**config.mk**
```make
export PLATFORM = sky130hd
export DESIGN_NAME = uart_core
export DESIGN_NICKNAME = d
export VERILOG_FILES = /design/src/rtl/uart_pkg.sv /design/src/rtl/uart_rx.sv /design/src/rtl/uart_core.sv
export SDC_FILE = /design/constraint.sdc
export NUM_CORES = 1
export LEC_CHECK = 0
export CAP_MARGIN = 0
export CORE_AREA = 2 2 84 118
export DETAILED_ROUTE_END_ITERATION = 16
export DIE_AREA = 0 0 86 120
export HOLD_SLACK_MARGIN = 0.15
export PLACE_DENSITY = 0.61
export REMOVE_ABC_BUFFERS = 1
export SYNTH_ARGS = -nofsm -noshare
export SYNTH_HDL_FRONTEND = slang
export SYNTH_SLANG_ARGS = --single-unit
export TNS_END_PERCENT = 10
```
**constraint.sdc**
```tcl
create_clock -name clk -period 2.1 [get_ports clk]
set_input_delay 0.42 -clock clk [delete_from_list [all_inputs] [get_ports clk]]
set_output_delay 0.42 -clock clk [all_outputs]
set_load 0.05 [all_outputs]
```
**src/rtl/uart_pkg.sv**
```systemverilog
// uart_pkg: FSM state types and baud divisor arithmetic shared by uart_core and uart_rx.
package uart_pkg;
  typedef enum logic [2:0] {TX_IDLE, TX_START, TX_DATA, TX_PARITY, TX_STOP} tx_state_e;
  typedef enum logic [2:0] {RX_IDLE, RX_START, RX_DATA, RX_PARITY, RX_STOP, RX_WAIT_HIGH} rx_state_e;
  function automatic int calc_div(input int clk_hz, input int baud, input int os);
    int d;
    d = (clk_hz + baud * os / 2) / (baud * os);
    return (d < 1) ? 1 : d;
  endfunction
  function automatic int calc_bit(input int clk_hz, input int baud, input int os);
    return calc_div(clk_hz, baud, os) * os;
  endfunction
endpackage

```
**src/rtl/uart_rx.sv**
```systemverilog
// uart_rx: rxd synchroniser, oversampling receive FSM and held output register.
// Parity check exists only when UART_PARITY_EN is defined.
module uart_rx
  import uart_pkg::*;
#(
  parameter int DIV = 1,
  parameter int OVERSAMPLE = 16,
  parameter int DATA_BITS = 8
`ifdef UART_PARITY_EN
  , parameter bit PARITY_ODD = 1'b0
`endif
) (
  input  logic                 clk,
  input  logic                 rst_n,
  input  logic                 rxd,
  output logic [DATA_BITS-1:0] rx_data,
  output logic                 rx_valid,
  input  logic                 rx_ready,
  output logic                 rx_frame_err,
  output logic                 rx_parity_err,
  output logic                 rx_overrun
);
  localparam int DW = (DIV > 1) ? $clog2(DIV) : 1;
  localparam int TW = $clog2(OVERSAMPLE);
  localparam rx_state_e RX_AFTER_DATA =
`ifdef UART_PARITY_EN
    RX_PARITY;
`else
    RX_STOP;
`endif
  rx_state_e            st_q;
  logic [1:0]           sync_q;
  logic                 prev_q;
  logic [DW-1:0]        div_q;
  logic [TW-1:0]        tick_q;
  logic [1:0]           smp_q;
  logic [2:0]           idx_q;
  logic [DATA_BITS-1:0] sh_q;
  logic [DATA_BITS-1:0] data_q;
  logic                 valid_q;
  logic                 ferr_q;
  logic                 ovr_q;
  logic                 line;
  logic                 tick;
  logic                 mid;
  logic                 dec;
  logic                 maj;
`ifdef UART_PARITY_EN
  logic                 pbad_q;
  logic                 perr_q;
  assign rx_parity_err = perr_q;
`else
  assign rx_parity_err = 1'b0;
`endif
  assign line = sync_q[1];
  assign tick = div_q == DW'(DIV - 1);
  assign mid  = tick && tick_q == TW'(OVERSAMPLE / 2);
  assign dec  = tick && tick_q == TW'(OVERSAMPLE / 2 + 1);
  // smp_q holds the samples from ticks OS/2-1 and OS/2; line is the third vote
  assign maj  = (smp_q[1] & smp_q[0]) | (smp_q[1] & line) | (smp_q[0] & line);
  assign rx_data      = data_q;
  assign rx_valid     = valid_q;
  assign rx_frame_err = ferr_q;
  assign rx_overrun   = ovr_q;
  always_ff @(posedge clk or negedge rst_n) begin
    if (!rst_n) begin
      st_q    <= RX_IDLE;
      sync_q  <= 2'b11;
      prev_q  <= 1'b1;
      div_q   <= '0;
      tick_q  <= '0;
      smp_q   <= '0;
      idx_q   <= '0;
      sh_q    <= '0;
      data_q  <= '0;
      valid_q <= 1'b0;
      ferr_q  <= 1'b0;
      ovr_q   <= 1'b0;
`ifdef UART_PARITY_EN
      pbad_q  <= 1'b0;
      perr_q  <= 1'b0;
`endif
    end else begin
      sync_q <= {sync_q[0], rxd};
      prev_q <= line;
      ovr_q  <= 1'b0;
      if (st_q == RX_IDLE) begin
        div_q  <= '0;
        tick_q <= '0;
      end else if (tick) begin
        div_q  <= '0;
        tick_q <= (tick_q == TW'(OVERSAMPLE - 1)) ? '0 : tick_q + 1'b1;
      end else begin
        div_q <= div_q + 1'b1;
      end
      if (tick && (tick_q == TW'(OVERSAMPLE / 2 - 1) || tick_q == TW'(OVERSAMPLE / 2)))
        smp_q <= {smp_q[0], line};
      if (valid_q && rx_ready)
        valid_q <= 1'b0;
      case (st_q)
        RX_IDLE: if (prev_q && !line) st_q <= RX_START;
        RX_START: begin
          if (mid && line)
            st_q <= RX_IDLE;
          else if (tick && tick_q == TW'(OVERSAMPLE - 1)) begin
            st_q  <= RX_DATA;
            idx_q <= '0;
          end
        end
        RX_DATA: if (dec) begin
          sh_q  <= {maj, sh_q[DATA_BITS-1:1]};
          idx_q <= idx_q + 1'b1;
          if (idx_q == 3'(DATA_BITS - 1))
            st_q <= RX_AFTER_DATA;
        end
`ifdef UART_PARITY_EN
        RX_PARITY: if (dec) begin
          pbad_q <= maj ^ (^sh_q) ^ PARITY_ODD;
          st_q   <= RX_STOP;
        end
`endif
        RX_STOP: if (dec) begin
          st_q <= maj ? RX_IDLE : RX_WAIT_HIGH;
          // a held, unconsumed frame wins over the new one
          if (valid_q && !rx_ready)
            ovr_q <= 1'b1;
          else begin
            valid_q <= 1'b1;
            data_q  <= sh_q;
            ferr_q  <= !maj;
`ifdef UART_PARITY_EN
            perr_q  <= pbad_q;
`endif
          end
        end
        RX_WAIT_HIGH: if (line) st_q <= RX_IDLE;
        default: st_q <= RX_IDLE;
      endcase
    end
  end
endmodule

```
**src/rtl/uart_core.sv**
```systemverilog
// uart_core: full-duplex UART, TX FSM inline, receiver in uart_rx.
// Define UART_PARITY_EN to add a parity bit in both directions.
module uart_core
  import uart_pkg::*;
#(
  parameter int CLK_HZ = 50_000_000,
  parameter int BAUD = 115_200,
  parameter int OVERSAMPLE = 16,
  parameter int DATA_BITS = 8,
  parameter int STOP_BITS = 1,
  parameter int PARITY_ODD = 0
) (
  input  logic                 clk,
  input  logic                 rst_n,
  input  logic                 rxd,
  output logic                 txd,
  input  logic [DATA_BITS-1:0] tx_data,
  input  logic                 tx_valid,
  output logic                 tx_ready,
  output logic                 tx_busy,
  output logic [DATA_BITS-1:0] rx_data,
  output logic                 rx_valid,
  input  logic                 rx_ready,
  output logic                 rx_frame_err,
  output logic                 rx_parity_err,
  output logic                 rx_overrun
);
  localparam int DIV = calc_div(CLK_HZ, BAUD, OVERSAMPLE);
  localparam int BIT = calc_bit(CLK_HZ, BAUD, OVERSAMPLE);
  localparam int CW  = $clog2(BIT);
  localparam tx_state_e TX_AFTER_DATA =
`ifdef UART_PARITY_EN
    TX_PARITY;
`else
    TX_STOP;
`endif
  if (DATA_BITS < 5 || DATA_BITS > 8 || STOP_BITS < 1 || STOP_BITS > 2 || PARITY_ODD < 0 ||
      PARITY_ODD > 1 || OVERSAMPLE < 8 || OVERSAMPLE > 32 || OVERSAMPLE % 2 != 0) begin : g_bad_cfg
    $error("uart_core: unsupported parameter set");
  end
  tx_state_e            tx_st_q;
  logic [CW-1:0]        tx_cnt_q;
  logic [2:0]           tx_idx_q;
  logic [DATA_BITS-1:0] tx_sh_q;
  logic                 txd_q;
  logic                 tx_ready_q;
  logic                 tx_busy_q;
  logic                 tx_acc;
  logic                 bit_end;
  logic                 last_stop;
  logic                 tx_post;
`ifdef UART_PARITY_EN
  logic                 tx_par_q;
  assign tx_post = tx_par_q;
`else
  assign tx_post = 1'b1;
`endif
  assign tx_acc    = tx_valid && tx_ready_q;
  assign bit_end   = tx_cnt_q == CW'(BIT - 1);
  assign last_stop = tx_idx_q == 3'(STOP_BITS - 1);
  assign txd       = txd_q;
  assign tx_ready  = tx_ready_q;
  assign tx_busy   = tx_busy_q;
  always_ff @(posedge clk or negedge rst_n) begin
    if (!rst_n) begin
      tx_st_q    <= TX_IDLE;
      tx_cnt_q   <= '0;
      tx_idx_q   <= '0;
      tx_sh_q    <= '0;
      txd_q      <= 1'b1;
      tx_ready_q <= 1'b1;
      tx_busy_q  <= 1'b0;
`ifdef UART_PARITY_EN
      tx_par_q   <= 1'b0;
`endif
    end else begin
      tx_cnt_q <= (tx_st_q == TX_IDLE || bit_end) ? '0 : tx_cnt_q + 1'b1;
      case (tx_st_q)
        TX_START: if (bit_end) begin
          tx_st_q  <= TX_DATA;
          txd_q    <= tx_sh_q[0];
          tx_sh_q  <= tx_sh_q >> 1;
          tx_idx_q <= '0;
        end
        TX_DATA: if (bit_end) begin
          txd_q    <= tx_sh_q[0];
          tx_sh_q  <= tx_sh_q >> 1;
          tx_idx_q <= tx_idx_q + 1'b1;
          if (tx_idx_q == 3'(DATA_BITS - 1)) begin
            tx_st_q  <= TX_AFTER_DATA;
            txd_q    <= tx_post;
            tx_idx_q <= '0;
          end
        end
`ifdef UART_PARITY_EN
        TX_PARITY: if (bit_end) begin
          tx_st_q  <= TX_STOP;
          txd_q    <= 1'b1;
          tx_idx_q <= '0;
        end
`endif
        TX_STOP: begin
          // ready one cycle early so a waiting frame follows with no idle gap
          if (last_stop && tx_cnt_q == CW'(BIT - 2))
            tx_ready_q <= 1'b1;
          if (bit_end) begin
            tx_idx_q <= tx_idx_q + 1'b1;
            if (last_stop) begin
              tx_st_q   <= TX_IDLE;
              tx_busy_q <= 1'b0;
            end
          end
        end
        default: ;
      endcase
      if (tx_acc) begin
        tx_st_q    <= TX_START;
        txd_q      <= 1'b0;
        tx_ready_q <= 1'b0;
        tx_busy_q  <= 1'b1;
        tx_sh_q    <= tx_data;
        tx_idx_q   <= '0;
`ifdef UART_PARITY_EN
        tx_par_q   <= (^tx_data) ^ (PARITY_ODD != 0);
`endif
      end
    end
  end
  uart_rx #(
    .DIV(DIV),
    .OVERSAMPLE(OVERSAMPLE),
    .DATA_BITS(DATA_BITS)
`ifdef UART_PARITY_EN
    , .PARITY_ODD(PARITY_ODD != 0)
`endif
  ) u_rx (
    .clk(clk),
    .rst_n(rst_n),
    .rxd(rxd),
    .rx_data(rx_data),
    .rx_valid(rx_valid),
    .rx_ready(rx_ready),
    .rx_frame_err(rx_frame_err),
    .rx_parity_err(rx_parity_err),
    .rx_overrun(rx_overrun)
  );
endmodule
```
==> qor.log <==
qor: outcome.run_status complete, no violations
qor: yosys.ys_warn_count 0
qor: final_layout.drive_above_1_share 22.4%
qor: setup_path.crit-reg2reg-launch u_rx.tick_q[1]
qor: sta.final.min_clock_period 1.93 ns
qor: cts.clkSlewWorstSetupHoldPaths 0.06 ns
qor: route.drt_drc_violations_left 0
qor: sta.setup_viol_count_final 0
qor: yosys.async_flop_share 100%
qor: die.rows 42
qor: pwr.p_int 2.43 mW
qor: cts.htreeDepth 3
qor: place.dp.final_hpwl 4310 µm
qor: global_routing.pin_count_of_the_biggest_net_entering_global_routing 31
qor: cts.clock_network_latency_to_the_later_pin_of_the_worst_skew_pair 0.33 ns
qor: setup_path.count_of_cells_along_the_worst_register_to_register_path 6
qor: global_routing.overflow 0
qor: route.detailedRoute.firstIterationViolations 118
qor: sta.achievable_frequency 519 MHz
qor: setup_path.reg2reg_to u_rx.rx_data[0]
qor: sta.worstMarginPinSlew 0.658 ns
qor: cts.clockRootBuffer clkbuf_16
qor: route.detailedRoute.firstPassIterationCount 4
qor: hold_path.holdPathEnd u_rx.sync_q[1]
qor: global_routing.antenna_found_initial 0
qor: place.routabilityCongestion 0.787
qor: setup_path.cp.arrival 1.51 ns
qor: route.finalWirelength 6020 µm
qor: yosys.synth_sequential_area_ratio 51.2%
qor: pwr.cellPowerDensity 821 nW/µm²
qor: yosys.synth_largest_type_area_fraction 47.1%
qor: pwr.worst_ir_drop_vdd 444 µV
qor: cts.clock_path_buffers 2
qor: sta.setup_ws 0.175 ns
qor: yosys.synthXorXnorAreaFrac 3.85%
qor: sta.timing.setup.tns 0 ns
qor: final_layout.synthToLayoutAreaGrowth 24.9%
qor: hold_path.min-delay-start u_rx.sync_q[0]
qor: yosys.synth_compound_gate_area_share 7.77%
qor: yosys.synth.mux.area_fraction 10.4%
qor: pwr.share_seq_of_total_power 43.7%
qor: die.io-pin-count 28
qor: cts.cts_tree built
qor: yosys.ys_ff_latch 65
qor: yosys.synth_top_family_by_area simple AND/OR/NAND/NOR gates
qor: sta.setup_repair_after_global_routing_missed_its_margin no
qor: setup_path.critical_path.n_buffers_inverters 1
qor: yosys.synth-edff-count 0
qor: setup_path.cp.required 1.68 ns
qor: setup_path.critical_path.max_fanout 2
qor: setup_path.crit_chain clkdlybuf4s50_1
qor: final_layout.count_of_nets_after_finishing 360
qor: pwr.p_sw_share 25.5%
qor: yosys.synth.largest_area_cell dfrtp_1
qor: setup_path.critPathLaunchType flip-flop
qor: hold_path.holdPathStages 0
qor: pwr.power_switching 0.834 mW
qor: die.core-area 9300 µm²
qor: final_layout.diodes 0
qor: yosys.mappedNetlistArea 3190 µm²
qor: sta.final_worst_path_period_share 91.7%
qor: sta.hold_violations 0
qor: place.io_buffer_count 26
qor: route.postRouteAntennaNets 0
qor: cts.post_cts.repair.setup_buffers 0
qor: yosys.synth-simple-area-share 18.6%
qor: yosys.synth_adder_area_share 5.03%
qor: route.wl_per_cell 13.4 µm
qor: yosys.synth_top_cells_by_area dfrtp_1 47%, mux2_2 9.2%, ha_1 4.7%, nand2_1 4.6%, dfstp_2 4.1%
qor: setup_path.critical_path.endpoint_type output port
qor: yosys.postSynthAreaPerCell 11.0 µm²
qor: die.die-width 86 µm
qor: die.dieHeight 120 µm
qor: pwr.pwr-share-clk 45.8%
qor: setup_path.path_class reg -> out
qor: global_routing.first_global_vias 2305
qor: setup_path.slowest_cell_delay_on_critical_path 0.81 ns
qor: pwr.power.share.combinational 10.5%
qor: yosys.synth_cells 291
qor: global_routing.grt_use_total 12.7%
qor: hold_path.timing.hold.worst.class reg -> reg
qor: setup_path.cp_top_family buffers and inverters
qor: place.place_worst_setup_slack 0.166 ns
qor: die.fp.dieArea 10300 µm²
qor: final_layout.utilization 42.8%
qor: cts.clock_sink_count 65
qor: yosys.netlist-cell-type-count 53
qor: setup_path.critPathSlowestCell clkdlybuf4s50_1
qor: cts.tritoncts.num_buffers 9
qor: route.detailroute.via_count 2285
qor: run.drv.max_cap_violation_count 0
qor: setup_path.reg2reg_setup_slack 0.21 ns
qor: route.via_density_per_instance 5.08
qor: global_routing.grt_pass1_wl 10500 µm
qor: yosys.ys_dominant_reg_cell dfrtp_1
qor: sta.slew_headroom 55.9%
qor: sta.finalMaxSlewViolations 0
qor: die.start_util 34.3%
qor: pwr.static-leakage-power 1.85 nW
qor: sta.skew 0.00942 ns
qor: final_layout.fillers 874
## worst max-delay path by stage
stage                     slack [ns]       startpoint  depth (start not counted)               to
after CTS                       0.01              txd                          1              txd
after detailed placement        0.17      tx_cnt_q[1]                          5      tx_cnt_q[2]
after floorplan                 0.17    u_rx.div_q[0]                          5  u_rx.rx_data[0]
after global routing            0.08      tx_cnt_q[1]                          5          tx_busy
after global placement          0.22         rx_ready                          5  u_rx.rx_data[5]
final                           0.17  u_rx.rx_data[6]                          1       rx_data[6]
## area by class of cell
| type | instances | area, µm² | area share [%] |
|---|---|---|---|
| tap | 110 | 138 | 3.46 |
| timing repair buffer | 42 | 390 | 9.81 |
| multi-input combinational | 204 | 1470 | 36.8 |
| sequential | 65 | 1630 | 41.0 |
| inverter | 13 | 48.8 | 1.23 |
| clock buffer | 9 | 225 | 5.66 |
| clock inverter | 7 | 78.8 | 1.98 |
## cells by family after synthesis
| kind of cell | count (synthesis) |
|---|---|
| and+or+nand+nor | 110 |
| DFF | 65 |
| AOI/OAI and AO/OA | 36 |
| muxes | 30 |
| buffers and inverters | 22 |
| xor gates and xnor gates | 14 |
| adders and majority gates | 13 |
| other | 1 |
## registers in the layout, summed over array words and instances, names as in the netlist, 4 cells and up
| name | flops |
|---|---|
| tx_cnt_q | 9 |
| tx_sh_q | 8 |
| u_rx.div_q | 5 |
| u_rx.rx_data | 8 |
| u_rx.sh_q | 8 |
| u_rx.tick_q | 4 |
## layer usage
layer / vias up / global-route usage (%) / routed length [µm]
li1: 1106 / - / -
met1: 1125 / 15.5 / 2640
met2: 44 / 21.2 / 3050
met3: 10 / 3.30 / 227
met4: 0 / 5.06 / 103
met5: - / 0 / 0
## per-stage QoR
step                      area (µm²)  std cells  total power, mW  hold slack [ns]
after CTS                       3970        450             3.31            0.355
final                           3980        450             3.27            0.354
after detailed placement        3660        433             1.80            0.347
after global placement          3660        433             1.78            0.346
after global routing            3980        450             3.43            0.362
after floorplan                 3140        282             1.66            0.124
## timing repair
action                                  in CTS  in global routing
resized for setup                            0                  2
hold buffers                                 1                  0
endpoints found under the setup margin       0                  6
endpoints found under the hold margin       16                  0
## power by group through the flow
stage / sequential [mW] / clock (mW) / combinational, mW
2_1_floorplan: 1.44 / 0 / 0.220
4_1_cts: 1.43 / 1.53 / 0.348
5_1_grt: 1.44 / 1.59 / 0.404
3_3_place_gp: 1.44 / 0 / 0.335
3_5_place_dp: 1.45 / 0 / 0.347
6_report: 1.43 / 1.50 / 0.342
## cells in the mapped netlist (2+ instances only)
library cell	number
buf_4	2
buf_2	2
xor2_1	9
ha_1	12
nand4_1	5
nand2_1	39
inv_1	13
a31o_2	2
o31ai_1	2
and4_1	2
or3b_2	2
xnor2_1	5
nor3b_1	3
nand3b_1	2
a211o_1	3
nor2_1	25
dfstp_2	5
nor3_1	2
clkbuf_1	5
mux2_2	26
nand3_1	9
mux2i_1	4
nand2b_1	5
or4_1	3
o21ai_0	7
dfrtp_1	60
a21oi_1	11
## layout by cell type, fill, tap and decap left out, types with 2 or more instances in the layout
cell type	instances
nand3_1	9
nor3b_1	3
a31o_2	2
nor3_1	2
ha_1	12
a21oi_1	11
nor2_1	25
dfrtp_1	60
nand2_1	39
or4_1	3
nand3b_1	2
xor2_1	9
nand4_1	5
o21ai_0	7
a211o_1	3
nand2b_1	5
clkinv_4	4
xnor2_1	5
mux2i_1	4
mux2_2	26
inv_1	13
clkdlybuf4s50_1	23
clkbuf_16	9
buf_4	15
dfstp_2	5
and4_1	2
or3b_2	2
No activity file was read; power rests on OpenSTA's default activity.
